===== src/rtl/ex_stage.sv =====
// ex_stage: execute stage of the 5-stage MIPS pipeline.
// Forwards operands, decodes ALU control, computes the ALU result and
// registers it with the EX/MEM control bundle. A mul occupies EX for
// MUL_CYCLES cycles and holds the upstream stages through stall_o.
// Optional feature macro: EX_FORWARD_EN (operand forwarding from EX/MEM
// and MEM/WB). Without it the ID/EX operands are used as-is.
module ex_stage #(
  parameter int MUL_CYCLES = 4
) (
  input  logic        clk_i,
  input  logic        rst_i,
  input  logic        RegDst_i,
  input  logic        ALUSrc_i,
  input  logic        MemRead_i,
  input  logic        MemWrite_i,
  input  logic        MemtoReg_i,
  input  logic        RegWrite_i,
  input  logic [1:0]  ALUOp_i,
  input  logic [31:0] RSdata_i,
  input  logic [31:0] RTdata_i,
  input  logic [31:0] immediate_i,
  input  logic [4:0]  RSaddr_i,
  input  logic [4:0]  RTaddr_i,
  input  logic [4:0]  RDaddr_i,
  input  logic        EXMEM_RegWrite_i,
  input  logic [4:0]  EXMEM_RDaddr_i,
  input  logic [31:0] EXMEM_data_i,
  input  logic        MEMWB_RegWrite_i,
  input  logic [4:0]  MEMWB_RDaddr_i,
  input  logic [31:0] MEMWB_data_i,
  output logic        stall_o,
  output logic        MemRead_o,
  output logic        MemWrite_o,
  output logic        MemtoReg_o,
  output logic        RegWrite_o,
  output logic [31:0] ALUresult_o,
  output logic [31:0] RTdata_o,
  output logic [4:0]  WBaddr_o
);

  typedef enum logic {IDLE = 1'b0, BUSY = 1'b1} state_t;

  localparam logic [5:0] F_ADD = 6'b100000;
  localparam logic [5:0] F_SUB = 6'b100010;
  localparam logic [5:0] F_AND = 6'b100100;
  localparam logic [5:0] F_OR  = 6'b100101;
  localparam logic [5:0] F_MUL = 6'b011000;

  // A single-cycle mul needs no sequencing at all.
  localparam logic       MUL_MULTI = (MUL_CYCLES > 1) ? 1'b1 : 1'b0;
  // Stall cycles after the first one; the IDLE cycle already counts as one.
  localparam logic [3:0] CNT_INIT  = (MUL_CYCLES > 1) ? 4'(MUL_CYCLES - 2) : 4'd0;

  state_t      state_r, state_n;
  logic [3:0]  cnt_r, cnt_n;
  logic [31:0] lat_a_r, lat_b_r, lat_rt_r;
  logic        load_lat_s;
  logic        stall_s;

  logic [31:0] op_a_s, fwd_rt_s, op_b_s, alu_res_s, mul_res_s;
  logic [5:0]  funct_s;
  logic        is_mul_s;
  logic [4:0]  wb_addr_s;

  logic        nxt_mem_read_s, nxt_mem_write_s, nxt_mem_to_reg_s, nxt_reg_write_s;
  logic [31:0] nxt_result_s, nxt_rt_s;
  logic [4:0]  nxt_wb_addr_s;

`ifdef EX_FORWARD_EN
  // Newest producer wins: EX/MEM before MEM/WB; register 0 is never forwarded.
  function automatic logic [31:0] fwd_sel(
    input logic [4:0]  addr,
    input logic [31:0] data,
    input logic        ex_we,
    input logic [4:0]  ex_rd,
    input logic [31:0] ex_data,
    input logic        wb_we,
    input logic [4:0]  wb_rd,
    input logic [31:0] wb_data
  );
    logic [31:0] sel;
    if (ex_we && (ex_rd != 5'd0) && (ex_rd == addr)) begin
      sel = ex_data;
    end else if (wb_we && (wb_rd != 5'd0) && (wb_rd == addr)) begin
      sel = wb_data;
    end else begin
      sel = data;
    end
    return sel;
  endfunction

  assign op_a_s   = fwd_sel(RSaddr_i, RSdata_i, EXMEM_RegWrite_i, EXMEM_RDaddr_i, EXMEM_data_i,
                            MEMWB_RegWrite_i, MEMWB_RDaddr_i, MEMWB_data_i);
  assign fwd_rt_s = fwd_sel(RTaddr_i, RTdata_i, EXMEM_RegWrite_i, EXMEM_RDaddr_i, EXMEM_data_i,
                            MEMWB_RegWrite_i, MEMWB_RDaddr_i, MEMWB_data_i);
`else
  // Dependencies are resolved elsewhere; forward-source ports are sunk here.
  logic unused_fwd_s;
  assign unused_fwd_s = ^{EXMEM_RegWrite_i, EXMEM_RDaddr_i, EXMEM_data_i,
                          MEMWB_RegWrite_i, MEMWB_RDaddr_i, MEMWB_data_i, RSaddr_i};
  assign op_a_s   = RSdata_i;
  assign fwd_rt_s = RTdata_i;
`endif

  assign op_b_s    = ALUSrc_i ? immediate_i : fwd_rt_s;
  assign funct_s   = immediate_i[5:0];
  assign is_mul_s  = (ALUOp_i == 2'b10) && (funct_s == F_MUL);
  assign wb_addr_s = RegDst_i ? RDaddr_i : RTaddr_i;
  assign mul_res_s = lat_a_r * lat_b_r;

  // Single-cycle ALU: op class decode, then funct decode for R-type.
  always_comb begin
    alu_res_s = 32'd0;
    case (ALUOp_i)
      2'b00:   alu_res_s = op_a_s + op_b_s;
      2'b01:   alu_res_s = op_a_s - op_b_s;
      2'b11:   alu_res_s = op_a_s & op_b_s;
      2'b10: begin
        case (funct_s)
          F_ADD:   alu_res_s = op_a_s + op_b_s;
          F_SUB:   alu_res_s = op_a_s - op_b_s;
          F_AND:   alu_res_s = op_a_s & op_b_s;
          F_OR:    alu_res_s = op_a_s | op_b_s;
          F_MUL:   alu_res_s = op_a_s * op_b_s;
          default: alu_res_s = 32'd0;
        endcase
      end
      default: alu_res_s = 32'd0;
    endcase
  end

  // Mul sequencer next state, stall request and next EX/MEM contents.
  always_comb begin
    state_n           = state_r;
    cnt_n             = cnt_r;
    stall_s           = 1'b0;
    load_lat_s        = 1'b0;
    nxt_mem_read_s    = MemRead_i;
    nxt_mem_write_s   = MemWrite_i;
    nxt_mem_to_reg_s  = MemtoReg_i;
    nxt_reg_write_s   = RegWrite_i;
    nxt_result_s      = alu_res_s;
    nxt_rt_s          = fwd_rt_s;
    nxt_wb_addr_s     = wb_addr_s;
    case (state_r)
      IDLE: begin
        if (is_mul_s && MUL_MULTI) begin
          stall_s          = 1'b1;
          load_lat_s       = 1'b1;
          cnt_n            = CNT_INIT;
          state_n          = BUSY;
          nxt_mem_read_s   = 1'b0;
          nxt_mem_write_s  = 1'b0;
          nxt_mem_to_reg_s = 1'b0;
          nxt_reg_write_s  = 1'b0;
          nxt_result_s     = 32'd0;
          nxt_rt_s         = 32'd0;
          nxt_wb_addr_s    = 5'd0;
        end else begin
          state_n = IDLE;
        end
      end
      BUSY: begin
        if (cnt_r != 4'd0) begin
          stall_s          = 1'b1;
          cnt_n            = cnt_r - 4'd1;
          nxt_mem_read_s   = 1'b0;
          nxt_mem_write_s  = 1'b0;
          nxt_mem_to_reg_s = 1'b0;
          nxt_reg_write_s  = 1'b0;
          nxt_result_s     = 32'd0;
          nxt_rt_s         = 32'd0;
          nxt_wb_addr_s    = 5'd0;
        end else begin
          // Final cycle: operands come from the latch, controls from ID/EX.
          state_n      = IDLE;
          nxt_result_s = mul_res_s;
          nxt_rt_s     = lat_rt_r;
        end
      end
      default: begin
        state_n          = IDLE;
        cnt_n            = 4'd0;
        nxt_mem_read_s   = 1'b0;
        nxt_mem_write_s  = 1'b0;
        nxt_mem_to_reg_s = 1'b0;
        nxt_reg_write_s  = 1'b0;
        nxt_result_s     = 32'd0;
        nxt_rt_s         = 32'd0;
        nxt_wb_addr_s    = 5'd0;
      end
    endcase
  end

  // No stall request while the stage is held in reset.
  assign stall_o = stall_s & rst_i;

  // Sequencer state and EX/MEM pipeline register.
  always_ff @(posedge clk_i) begin
    if (!rst_i) begin
      state_r     <= IDLE;
      cnt_r       <= 4'd0;
      MemRead_o   <= 1'b0;
      MemWrite_o  <= 1'b0;
      MemtoReg_o  <= 1'b0;
      RegWrite_o  <= 1'b0;
      ALUresult_o <= 32'd0;
      RTdata_o    <= 32'd0;
      WBaddr_o    <= 5'd0;
    end else begin
      state_r     <= state_n;
      cnt_r       <= cnt_n;
      MemRead_o   <= nxt_mem_read_s;
      MemWrite_o  <= nxt_mem_write_s;
      MemtoReg_o  <= nxt_mem_to_reg_s;
      RegWrite_o  <= nxt_reg_write_s;
      ALUresult_o <= nxt_result_s;
      RTdata_o    <= nxt_rt_s;
      WBaddr_o    <= nxt_wb_addr_s;
    end
  end

  // Capture mul operands at start, since forwarding sources move while stalled.
  always_ff @(posedge clk_i) begin
    if (!rst_i) begin
      lat_a_r  <= 32'd0;
      lat_b_r  <= 32'd0;
      lat_rt_r <= 32'd0;
    end else if (load_lat_s) begin
      lat_a_r  <= op_a_s;
      lat_b_r  <= op_b_s;
      lat_rt_r <= fwd_rt_s;
    end else begin
      lat_a_r  <= lat_a_r;
      lat_b_r  <= lat_b_r;
      lat_rt_r <= lat_rt_r;
    end
  end

endmodule


===== config.mk =====
export PLATFORM = sky130hd
export DESIGN_NAME = ex_stage
export DESIGN_NICKNAME = d
export VERILOG_FILES = /design/src/rtl/ex_stage.sv
export SDC_FILE = /design/constraint.sdc
export NUM_CORES = 2
export LEC_CHECK = 0
export ABC_AREA = 1
export BUFFER_PORTS_ARGS = -buffer_cell sky130_fd_sc_hd__buf_2
export CAP_MARGIN = 10
export CELL_PAD_IN_SITES_DETAIL_PLACEMENT = 1
export CELL_PAD_IN_SITES_GLOBAL_PLACEMENT = 2
export CORE_MARGIN = 3
export CORE_UTILIZATION = 41
export DETAILED_ROUTE_END_ITERATION = 6
export PLACE_DENSITY = 0.95
export SLEW_MARGIN = 20
export SYNTH_ARGS = -nofsm -noshare
export SYNTH_HDL_FRONTEND = slang
export SYNTH_SLANG_ARGS = --single-unit

===== constraint.sdc =====
create_clock -name clk_i -period 21.3 [get_ports clk_i]
set_input_delay 2.13 -clock clk_i [delete_from_list [all_inputs] [get_ports clk_i]]
set_output_delay 2.13 -clock clk_i [all_outputs]
set_load 0.01 [all_outputs]

==> results.md <==
- The most numerous cell type found on the critical path is fa_1.
- Counting along the longest clock path gives a buffer depth of 2.
- In this run the clock root is driven by a clkbuf_16.
- The worst register-to-register path has a setup slack of approximately 13,000 ps.
- Summed over all nets, the half-perimeter wirelength after detailed placement is ~140 mm.
- On the worst path, the slowest cell contributes a delay of just over 700 ps.
- The worst hold-check slack is between 400 and 500 ps.
- The number of instances resized during post-cts repair is 0.
- The maximum fanout encountered on the critical timing path is 34.
- The via count of the first global-routing pass is roughly 44,000.
- After detailed routing, the average wire length per cell comes to about 24 um.
- The initial antenna violation count came to 8.
- The number of H-tree levels is 4.
- For this run, the detailed router's first-pass iteration total came to 5.
- For this configuration, the core starts out at a cell density of about 41%.
- The detailed router's first-iteration violation count is 2,774.
- The layout has 13,252 filler cells.
- Entering global routing, the biggest net connects 114 pins.
- The startpoint type of the worst setup path is an input pin.
- Across all layers, the routed design uses 39,655 vias.
- After detailed routing, the total wire length is 177 mm.
- The sequential fraction of the synthesis area is 7.96%.
- 271 I/O pins were placed.
- The number of standard cells after synthesis is 5,878.
- Setup total negative slack on the finished layout was measured at 0 ps.
- The share of cells above drive strength 1 is 6.40%.
- The synthesized netlist occupies a cell area of 43,700 um^2.
- The pin slew with the least headroom to its limit is 1200 ps.
- The overall die height is between 300 and 400 um.
- In this run the core area contains ~120 standard-cell rows.
- The tightest slew margin relative to the limit is 20.0%.
- The die width is 333 um.
- In this run the remaining antenna-violating nets after routing total 0.
- For this run, the post-layout net count is 7,255.
- Synthesis inferred 174 register bits.
- For this run, the share of the core covered by cells in the final layout is 44.1%.
- The number of buffers added on ports is 189.
- The final-report hold violation count was 0.
- The worst setup path is captured at a flip-flop.
- Dividing the detail-routed via count by the number of cells gives 5.43.
- The source-to-sink clock delay at the later pin of the worst-skew pair is 500 ps.
- The number of synthesized flops with an enable pin is 0.
- From synthesis to final layout, the design area changed by 6.42%.
- The count of distinct cell types in the synthesized netlist is 52.
- The run finished with clean final reports.
- The post-synthesis area per instance is 7.44 um^2.
- Derived from the worst setup path, the maximum achievable clock frequency is 87.7 MHz.
- The total overflow left after global routing is 0.
- Once the clock tree was built, the setup fixing pass inserted 0 buffers.
- Data on the critical path is required at its endpoint by roughly 22,000 ps.
- The remaining design rule violation count is 0.
- In this run, CTS created clock tree buffers numbering 17.
- The total count of max-transition violations in the final report came to 0.
- Global routing consumed, over all layers together, about a third of the routing resources.
- The kind of path behind the tightest hold check is flip-flop to flip-flop.
- The most used flip-flop cell after synthesis is dfxtp_1.
- The Yosys step of the flow raised 0 warnings.
- Setup violations remaining at the end of the flow were counted as 0.
- Setup repair after global routing left no endpoint under its margin.
- The period utilization is 53.5%.
- The die footprint is about 110,000 um^2.
- TritonCTS built the clock tree.
- Data on the critical path arrives at its endpoint at 11,720 ps.
- The fraction of registers with async set or reset after synthesis is 0%.
- After clock tree synthesis, the clock-pin slew on the worst setup and hold paths is 70 ps.
- The tool flagged a number of max-cap violations equal to 0.
- The tree built by TritonCTS fans out to 174 sinks.
- The hold-fix buffer count after cts is 0.
- Counting every net in the synthesized netlist gives 7,241.
- The first-pass GRT wire length is 268 mm.
- Clock skew on the completed layout was measured at 22.7 ps.
- The routability congestion estimate is approximately 0.98.
- The area of the core is 106,000 um^2.
- Among all stages on the critical path, the largest delay is contributed by clkinv_1.
- The type of the setup path with the least slack is input pin to flip-flop.
- The minimum period implied by the final worst setup slack is 11,400 ps.
==> cell type report <==
type | instances | area, um^2 | area share (%)
multi-input cells | 4079 | 34100 | 73.2
inverters | 1350 | 5070 | 10.9
flip-flops and latches | 174 | 3480 | 7.48
well taps | 1391 | 1740 | 3.74
repair buffers | 270 | 1550 | 3.34
clock buffers | 17 | 425 | 0.914
clock inverters | 15 | 169 | 0.363
diodes | 3 | 7.51 | 0.0161
==> layout by cell type (no fill, tap or decap), types with 68 or more instances in the layout <==
cell type | synthesis | routed
a21oi_1 | 345 | 345
dfxtp_1 | 174 | 174
nor2_1 | 468 | 466
inv_1 | 1327 | 1326
buf_4 | 3 | 81
buf_2 | 21 | 189
xor2_1 | 68 | 68
ha_1 | 348 | 348
o21ai_0 | 253 | 251
nand3_1 | 124 | 124
nand2_1 | 1354 | 1353
fa_1 | 818 | 818
==> layer usage <==
metal	vias up	part of all wire, %	GRT usage [%]	routed length [um]
li1	17449	-	-	-
met1	20475	39	39.6	69800
met2	1309	48	55.5	85500
met3	422	6.6	4.80	11700
met4	0	5.6	15.3	9930
met5	-	0	0	0
==> sequential cells by signal, summed over array words and instances, names as in the netlist <==
register / flops
ALUresult_o: 32
MemRead_o: 1
MemWrite_o: 1
MemtoReg_o: 1
RTdata_o: 32
RegWrite_o: 1
WBaddr_o: 5
cnt_r: 4
lat_a_r: 32
lat_b_r: 32
lat_rt_r: 32
state_r: 1
==> cell usage after synthesis, types with 5 or more instances <==
cell       number  area [um^2]
nand2_1      1354         5080
inv_1        1327         4980
fa_1          818        16400
nor2_1        468         1760
ha_1          348         4350
a21oi_1       345         1730
o21ai_0       253         1270
clkbuf_1      221          830
dfxtp_1       174         3480
nand3_1       124          621
xor2_1         68          596
xnor2_1        59          517
buf_1          24         90.1
or2_2          24          150
buf_2          21          105
nor3_1         20          100
nand4_1        19          119
o22ai_1        17          106
o2111ai_1      15          131
clkinv_1       13         48.8
nand2_2        13         81.3
o21bai_1       13         97.6
o211ai_1       12         90.1
o21ai_2        12          105
a21o_1         10         75.1
inv_2          10         37.5
nand3b_1       10         75.1
o21ai_1        10         50.1
o221ai_1       10         87.6
nor4_1          8         50.1
a211oi_1        7         52.6
o21a_1          6         45.0
a221oi_1        5         43.8
a31oi_1         5         31.3
mux2i_1         5         50.1
==> worst max-delay path: cells and delay by family <==
family,cells,cell delay [ps]
AOI/OAI and AO/OA,1,490
adders and majority gates,9,4230
buffers and inverters,9,2300
and+or+nand+nor,13,2520
==> cell families (layout without fill, tap and decap cells) <==
kind of cell	Yosys count	in the layout	share of synthesized area (%)
simple gates	2047	2047	18.5
mux	5	5	0.114
buf+inv	1625	1652	14.2
xor+xnor	127	127	2.54
other cells	0	3	0
compound gates	734	734	9.29
fa+ha+maj	1166	1166	47.4
flops	174	174	7.96
==> path summary, 6_finish.rpt <==
kind / cells after the start / start / end
max: 32 / ALUSrc_i / ALUresult_o[30]
min: 1 / cnt_r[0] / cnt_r[0]
max reg2reg: 22 / lat_a_r[12] / ALUresult_o[29]
min reg2reg: 1 / cnt_r[0] / cnt_r[0]
==> stage by stage <==
| stage | std cells | setup WS (ps) | instance area, um^2 |
|---|---|---|---|
| after floorplan | 5878 | 12480 | 43700 |
| after global placement | 7264 | 9720 | 45900 |
| after detailed placement | 7264 | 9540 | 45900 |
| after CTS | 7296 | 10020 | 46500 |
| after global routing | 7299 | 9460 | 46500 |
| final | 7299 | 9900 | 46500 |
Power is not shown: default switching activity piles up to over one toggle a cycle in this logic, so the estimate is an artifact.
